`config.mk`:
```
export PLATFORM = sky130hd
export DESIGN_NAME = progcount_stack_flat
export DESIGN_NICKNAME = d
export VERILOG_FILES = /design/src/rtl/progcount_stack_if.sv /design/src/rtl/progcount_stack.sv /design/src/flat_wrapper.sv
export SDC_FILE = /design/constraint.sdc
export NUM_CORES = 1
export LEC_CHECK = 0
export CAP_MARGIN = 15
export CELL_PAD_IN_SITES_DETAIL_PLACEMENT = 1
export CELL_PAD_IN_SITES_GLOBAL_PLACEMENT = 2
export CORE_MARGIN = 2
export CORE_UTILIZATION = 24
export DETAILED_ROUTE_END_ITERATION = 6
export GPL_ROUTABILITY_DRIVEN = 0
export GPL_TIMING_DRIVEN = 0
export PLACE_DENSITY_LB_ADDON = 0.1
export SLEW_MARGIN = 5
export SYNTH_ARGS = -nofsm -noshare
export SYNTH_HDL_FRONTEND = slang
export SYNTH_SLANG_ARGS = --single-unit
export TNS_END_PERCENT = 1
```
`constraint.sdc`:
```
create_clock -name Clk -period 5.15 [get_ports Clk]
set_clock_uncertainty 0.2 [all_clocks]
set_input_delay 1.03 -clock Clk [delete_from_list [all_inputs] [get_ports Clk]]
set_output_delay 1.03 -clock Clk [all_outputs]
set_load 0.02 [all_outputs]
```
`src/rtl/progcount_stack_if.sv`:
```
// progcount_stack_if: decoder-side control/target bus and PC/flag outputs
// of the progcount_stack program counter. The decoder side holds the master
// modport, and the program counter holds the slave modport.
interface progcount_stack_if #(
  parameter int WIDTH = 8
);
  logic [WIDTH-1:0] A;           // absolute target for Load/Call
  logic [WIDTH-1:0] Off;         // two's-complement branch offset
  logic             Load;
  logic             Call;
  logic             Ret;
  logic             Branch;
  logic             CountEn;
  logic [WIDTH-1:0] Y;           // current program counter
  logic             StackEmpty;
  logic             StackFull;
  logic             Err;

  modport master (
    output A, Off, Load, Call, Ret, Branch, CountEn,
    input  Y, StackEmpty, StackFull, Err
  );

  modport slave (
    input  A, Off, Load, Call, Ret, Branch, CountEn,
    output Y, StackEmpty, StackFull, Err
  );
endinterface

```
`src/rtl/progcount_stack.sv`:
```
// progcount_stack: parametrised program counter with a hardware
// return-address stack.
//
// Each cycle performs one action, chosen by fixed priority:
// Load > Call > Ret > Branch > CountEn > hold.
// Strobes of lower priority have no side effects.
//
// Optional feature macro: PROGCOUNT_STACK_EN
//   defined   : LIFO return stack, Call pushes Y+STEP, Ret pops,
//               StackEmpty/StackFull/Err reflect the stack pointer.
//   undefined : no stack storage; Call acts as Load, Ret holds,
//               StackEmpty=1, StackFull=0, Err=0.
module progcount_stack #(
  parameter int WIDTH       = 8,
  parameter int STEP        = 1,
  parameter int RESET_VEC   = 0,
  parameter int STACK_DEPTH = 4
) (
  input logic              Clk,
  input logic              nReset,
  progcount_stack_if.slave bus
);

  localparam logic [WIDTH-1:0] STEP_W  = WIDTH'(STEP);
  localparam logic [WIDTH-1:0] RESET_W = WIDTH'(RESET_VEC);

  typedef enum logic [2:0] {
    ACT_HOLD   = 3'd0,
    ACT_LOAD   = 3'd1,
    ACT_CALL   = 3'd2,
    ACT_RET    = 3'd3,
    ACT_BRANCH = 3'd4,
    ACT_COUNT  = 3'd5
  } action_t;

  action_t          action;
  logic [WIDTH-1:0] pc;
  logic [WIDTH-1:0] pc_next;
  logic [WIDTH-1:0] seq_addr;   // sequential successor, also the return address

  assign seq_addr = pc + STEP_W;

  // Resolve concurrent strobes to the single highest-priority action.
  always_comb begin
    action = ACT_HOLD;
    if (bus.Load) begin
      action = ACT_LOAD;
    end else if (bus.Call) begin
      action = ACT_CALL;
    end else if (bus.Ret) begin
      action = ACT_RET;
    end else if (bus.Branch) begin
      action = ACT_BRANCH;
    end else if (bus.CountEn) begin
      action = ACT_COUNT;
    end else begin
      action = ACT_HOLD;
    end
  end

`ifdef PROGCOUNT_STACK_EN

  // SP counts entries 0..STACK_DEPTH, so it needs one state more than the
  // entry index does.
  localparam int SP_W  = $clog2(STACK_DEPTH + 1);
  localparam int IDX_W = (STACK_DEPTH > 1) ? $clog2(STACK_DEPTH) : 1;
  localparam logic [SP_W-1:0] SP_ZERO = {SP_W{1'b0}};
  localparam logic [SP_W-1:0] SP_ONE  = SP_W'(1);
  localparam logic [SP_W-1:0] SP_MAX  = SP_W'(STACK_DEPTH);

  logic [WIDTH-1:0] stack_mem [STACK_DEPTH];
  logic [SP_W-1:0]  sp;
  logic [SP_W-1:0]  sp_next;
  logic [SP_W-1:0]  sp_dec;
  logic [IDX_W-1:0] push_idx;
  logic [IDX_W-1:0] pop_idx;
  logic             push;
  logic             err;
  logic             err_next;
  logic             stack_empty;
  logic             stack_full;

  assign stack_empty = (sp == SP_ZERO);
  assign stack_full  = (sp == SP_MAX);
  assign sp_dec      = sp - SP_ONE;
  // Push happens only while SP < STACK_DEPTH, and pop only while SP > 0,
  // so both truncated indices always address a real entry.
  assign push_idx    = sp[IDX_W-1:0];
  assign pop_idx     = sp_dec[IDX_W-1:0];

  // Next PC, stack pointer and sticky error for the selected action.
  always_comb begin
    pc_next  = pc;
    sp_next  = sp;
    err_next = err;
    push     = 1'b0;
    case (action)
      ACT_LOAD: begin
        pc_next = bus.A;
      end
      ACT_CALL: begin
        if (!stack_full) begin
          push    = 1'b1;
          sp_next = sp + SP_ONE;
          pc_next = bus.A;
        end else begin
          err_next = 1'b1;
        end
      end
      ACT_RET: begin
        if (!stack_empty) begin
          sp_next = sp_dec;
          pc_next = stack_mem[pop_idx];
        end else begin
          err_next = 1'b1;
        end
      end
      ACT_BRANCH: begin
        pc_next = pc + bus.Off;
      end
      ACT_COUNT: begin
        pc_next = seq_addr;
      end
      ACT_HOLD: begin
        pc_next = pc;
      end
      default: begin
        pc_next = pc;
      end
    endcase
  end

  // PC, stack pointer and sticky error registers; reset empties the stack.
  always_ff @(posedge Clk or negedge nReset) begin
    if (!nReset) begin
      pc  <= RESET_W;
      sp  <= SP_ZERO;
      err <= 1'b0;
    end else begin
      pc  <= pc_next;
      sp  <= sp_next;
      err <= err_next;
    end
  end

  // Return-address storage; contents are meaningless above SP, so no reset.
  always_ff @(posedge Clk) begin
    if (push) begin
      stack_mem[push_idx] <= seq_addr;
    end
  end

  assign bus.StackEmpty = stack_empty;
  assign bus.StackFull  = stack_full;
  assign bus.Err        = err;

`else

  // Next PC without a stack: Call degenerates to Load and Ret holds.
  always_comb begin
    pc_next = pc;
    case (action)
      ACT_LOAD: begin
        pc_next = bus.A;
      end
      ACT_CALL: begin
        pc_next = bus.A;
      end
      ACT_RET: begin
        pc_next = pc;
      end
      ACT_BRANCH: begin
        pc_next = pc + bus.Off;
      end
      ACT_COUNT: begin
        pc_next = seq_addr;
      end
      ACT_HOLD: begin
        pc_next = pc;
      end
      default: begin
        pc_next = pc;
      end
    endcase
  end

  // PC register.
  always_ff @(posedge Clk or negedge nReset) begin
    if (!nReset) begin
      pc <= RESET_W;
    end else begin
      pc <= pc_next;
    end
  end

  // With no stack present, StackEmpty is always 1 and Err is always 0.
  // STACK_DEPTH is at least 1, so the StackFull comparison is always false.
  assign bus.StackEmpty = 1'b1;
  assign bus.StackFull  = (STACK_DEPTH == 0);
  assign bus.Err        = 1'b0;

`endif

  assign bus.Y = pc;

endmodule

```
`src/flat_wrapper.sv`:
```
// flat-port wrapper written by rule: the top's interface ports become plain ports
module progcount_stack_flat 
#(
  parameter int WIDTH       = 8,
  parameter int STEP        = 1,
  parameter int RESET_VEC   = 0,
  parameter int STACK_DEPTH = 4
)
  (Clk, nReset, bus_A, bus_Off, bus_Load, bus_Call, bus_Ret, bus_Branch, bus_CountEn, bus_Y, bus_StackEmpty, bus_StackFull, bus_Err);
  progcount_stack_if #(.WIDTH(WIDTH)) bus_i ();
  input logic Clk;
  input logic nReset;
  input wire logic [$bits(bus_i.A)-1:0] bus_A;
  input wire logic [$bits(bus_i.Off)-1:0] bus_Off;
  input wire logic [$bits(bus_i.Load)-1:0] bus_Load;
  input wire logic [$bits(bus_i.Call)-1:0] bus_Call;
  input wire logic [$bits(bus_i.Ret)-1:0] bus_Ret;
  input wire logic [$bits(bus_i.Branch)-1:0] bus_Branch;
  input wire logic [$bits(bus_i.CountEn)-1:0] bus_CountEn;
  output wire logic [$bits(bus_i.Y)-1:0] bus_Y;
  output wire logic [$bits(bus_i.StackEmpty)-1:0] bus_StackEmpty;
  output wire logic [$bits(bus_i.StackFull)-1:0] bus_StackFull;
  output wire logic [$bits(bus_i.Err)-1:0] bus_Err;
  assign bus_i.A = bus_A;
  assign bus_i.Off = bus_Off;
  assign bus_i.Load = bus_Load;
  assign bus_i.Call = bus_Call;
  assign bus_i.Ret = bus_Ret;
  assign bus_i.Branch = bus_Branch;
  assign bus_i.CountEn = bus_CountEn;
  assign bus_Y = bus_i.Y;
  assign bus_StackEmpty = bus_i.StackEmpty;
  assign bus_StackFull = bus_i.StackFull;
  assign bus_Err = bus_i.Err;
  progcount_stack #(.WIDTH(WIDTH), .STEP(STEP), .RESET_VEC(RESET_VEC), .STACK_DEPTH(STACK_DEPTH)) u_core (.Clk(Clk), .nReset(nReset), .bus(bus_i));
endmodule
```
==> metrics <==
CTS buffer count=3; Yosys cell types=33; Pre-Repair DR Iteration Count=4; row cnt=20; Final Hold Vio Count=0; CTS root buffer=clkbuf_4; CTS tree=built; Post-CTS Setup Inserts=0; Area growth, synth to finish=49.8%; min Tclk post-route=between 3000 and 4000 ps; post-synthesis register bit count=8; core area=around 3000 um^2; sw frac=0.360; Routed Antenna Nets=0; H-tree levels=1; CP Data Required Time=5130 ps; register area=approximately 200 um^2; Setup Viol. Count Final=0; initial core utilization=0.251; worst hold slack=352 ps; CP max-delay cell=clkdlybuf4s50_1; routed wire length=around 2100 um; design area=1150 um^2; fillers=364; Chip Width=between 60 and 70 um; Via Count=736; drt wl/cell=12.5 um; fin nets=approximately 160; clock buffer depth=2; post-synthesis sequential area ratio=0.261; die extent in y=60.5 um; CTS Hold Bufs=0; dpl hpwl=1650 um; total gr overflow=0; placed cell area=~1100 um^2; Post-Syn Instances=89; clock power share=0.218; Worst Path Arrival=3580 ps; drc violations=0; I/O Pins=34; Comb power frac=0.474; Hold Path Class=flip-flop to flip-flop; antenna cells=0; first-pass GRT wire length=3430 um; PostCTS Resize Cnt=0; Startpoint Class=input port; critical path's top delay family=simple AND/OR/NAND/NOR gates; Worst VDD drop=0.0683 mV; Leak=0.000477 uW; reported net switching power=88.8 uW; vias in the first global route=786; number of flip-flops in the largest register=8; Worst slew margin=0.649; RSZ-0062 raised after global routing=false; worst-margin pin slew=527 ps; Internal Pwr Total=between 150 and 200 uW; critical path buffer and inverter count=2; area occupied by multi-input gates=520 um^2; Power per Cell Area=215 nW/um^2; vias per cell=4.41; Post-Syn Area=approximately 770 um^2; Worst-path clk slew=70 ps; Slew Viols, Final=0; CP Cell Sequence=clkdlybuf4s50_1 > nor2_2 > nand3_2 > nand2b_1 > ha_1 > inv_1 > fa_1 > nor2b_1 > nor3_1 > o21bai_1 > a21oi_1 > xor2_1 > o211ai_1; Max Clk Rate=~0.28 GHz; fin crit share=0.698; Reg power frac=0.308; Setup Total Neg Slack=0 ps; share of cells above drive strength 1=0.138; worst-skew pair later-pin latency=about 260 ps; Total Die Area=3660 um^2; pin count of the biggest net entering global routing=11; Synth Area per Inst=8.60 um^2; Clock Sinks=8; Yosys warning count=0; initial antenna violation count=0; PortBufs=30; DR iter-0 viols=11; worst-path fanout max=8; Max-Cap Viols=0; CP max stage delay=460 ps; kind of critical path=input port to flip-flop; GRT Overall Usage=0.129; Critical Path Sink Type=flip-flop; status=finished clean
-- layout make-up --
class | count | share of cell area
flip-flops and latches | 8 | 0.174
inverters | 3 | 0.00981
plain buffers | 5 | 0.0327
clock buffers | 3 | 0.0196
multi-input cells | 74 | 0.454
repair buffers | 30 | 0.262
well taps | 44 | 0.0480
-- layer usage --
layer,global-route usage,vias up,routed length [um]
li1,-,373,-
met1,0.158,333,931
met2,0.227,28,992
met3,0.0213,2,159
met4,0.0466,0,10
met5,0,-,0
-- kinds of logic after synthesis --
family                   Yosys count  share of synthesized area
AND/OR/NAND/NOR                   32                      0.225
AO/OA/AOI/OAI                     24                      0.216
adder cells (fa/ha/maj)            8                      0.141
flip-flops                         8                      0.261
buffers and inverters              8                     0.0637
XOR/XNOR                           5                     0.0572
other                              2                    0.00981
multiplexers                       2                     0.0261
-- cells in the final DEF (no fill, tap or decap), drive strengths merged, types with 2 or more instances in the layout --
master,instances
clkdlybuf4s50,30
nor2,12
a21oi,11
dfrtp,8
ha,7
nand2,5
and2,5
o21ai,5
xnor2,4
nand3,4
buf,4
clkbuf,4
inv,3
conb,3
mux2i,2
nor2b,2
nor3,2
o211ai,2
o21bai,2
-- worst min-delay path, delay by kind of cell (launching register included) --
family	cells	cell delay (ps)
AOI/OAI and AO/OA	1	70
DFF	1	370
and+or+nand+nor	1	70
-- power by group through the flow --
| stage | Combinational [uW] | Sequential (uW) | Clock, uW |
|---|---|---|---|
| 2_1_floorplan | 63.5 | 85.0 | 0 |
| 3_3_place_gp | 115 | 77.1 | 0 |
| 3_5_place_dp | 117 | 77.4 | 0 |
| 4_1_cts | 118 | 76.1 | 55.7 |
| 5_1_grt | 130 | 77.2 | 58.3 |
| 6_report | 117 | 75.9 | 53.8 |
-- cell usage after synthesis --
master	instances	area, um^2
clkbuf_1	1	3.75
a21oi_2	4	35.0
buf_6	1	11.3
dfrtp_1	8	200
nand3_2	1	10.0
a2bb2oi_1	1	8.76
a31oi_1	1	6.26
nand2b_1	1	6.26
buf_4	3	22.5
fa_1	1	20.0
o21ai_0	4	20.0
mux2i_1	2	20.0
nor3_1	2	10.0
nand2_1	5	18.8
ha_1	7	87.6
o21bai_1	1	7.51
inv_1	3	11.3
a21oi_1	7	35.0
a21o_1	1	7.51
xnor2_1	4	35.0
conb_1	2	7.51
and2_1	5	31.3
o22ai_1	1	6.26
o21bai_4	1	18.8
nor2_4	1	11.3
o21ai_1	1	5.00
or3_4	1	11.3
xor2_1	1	8.76
nand3_1	3	15.0
nor2_2	2	12.5
o211ai_1	2	15.0
nor2b_1	2	12.5
nor2_1	9	33.8
-- per-stage QoR --
stage / setup slack (ps) / std cells / utilization / total power [uW]
3_5_place_dp: 1230 / 164 / 0.368 / 195
5_1_grt: 1250 / 167 / 0.376 / 266
3_3_place_gp: 1260 / 164 / 0.368 / 193
6_report: 1550 / 167 / 0.376 / 246
4_1_cts: 1520 / 167 / 0.376 / 250
2_1_floorplan: 2170 / 90 / - / 149
-- final timing paths --
path / startpoint / to / cells after the start / slack (ps)
worst min register to register: u_core.bus.Y[6] / u_core.bus.Y[6] / 2 / 350
worst max register to register: u_core.bus.Y[0] / u_core.bus.Y[6] / 9 / 3030
worst min-delay path: u_core.bus.Y[6] / u_core.bus.Y[6] / 2 / 350
min in group asynchronous: nReset / u_core.bus.Y[5] / 1 / 880
max in group asynchronous: nReset / u_core.bus.Y[2] / 1 / 3570
worst max-delay path: bus_Call / u_core.bus.Y[6] / 13 / 1550
No activity file was read; power rests on OpenSTA's default activity.
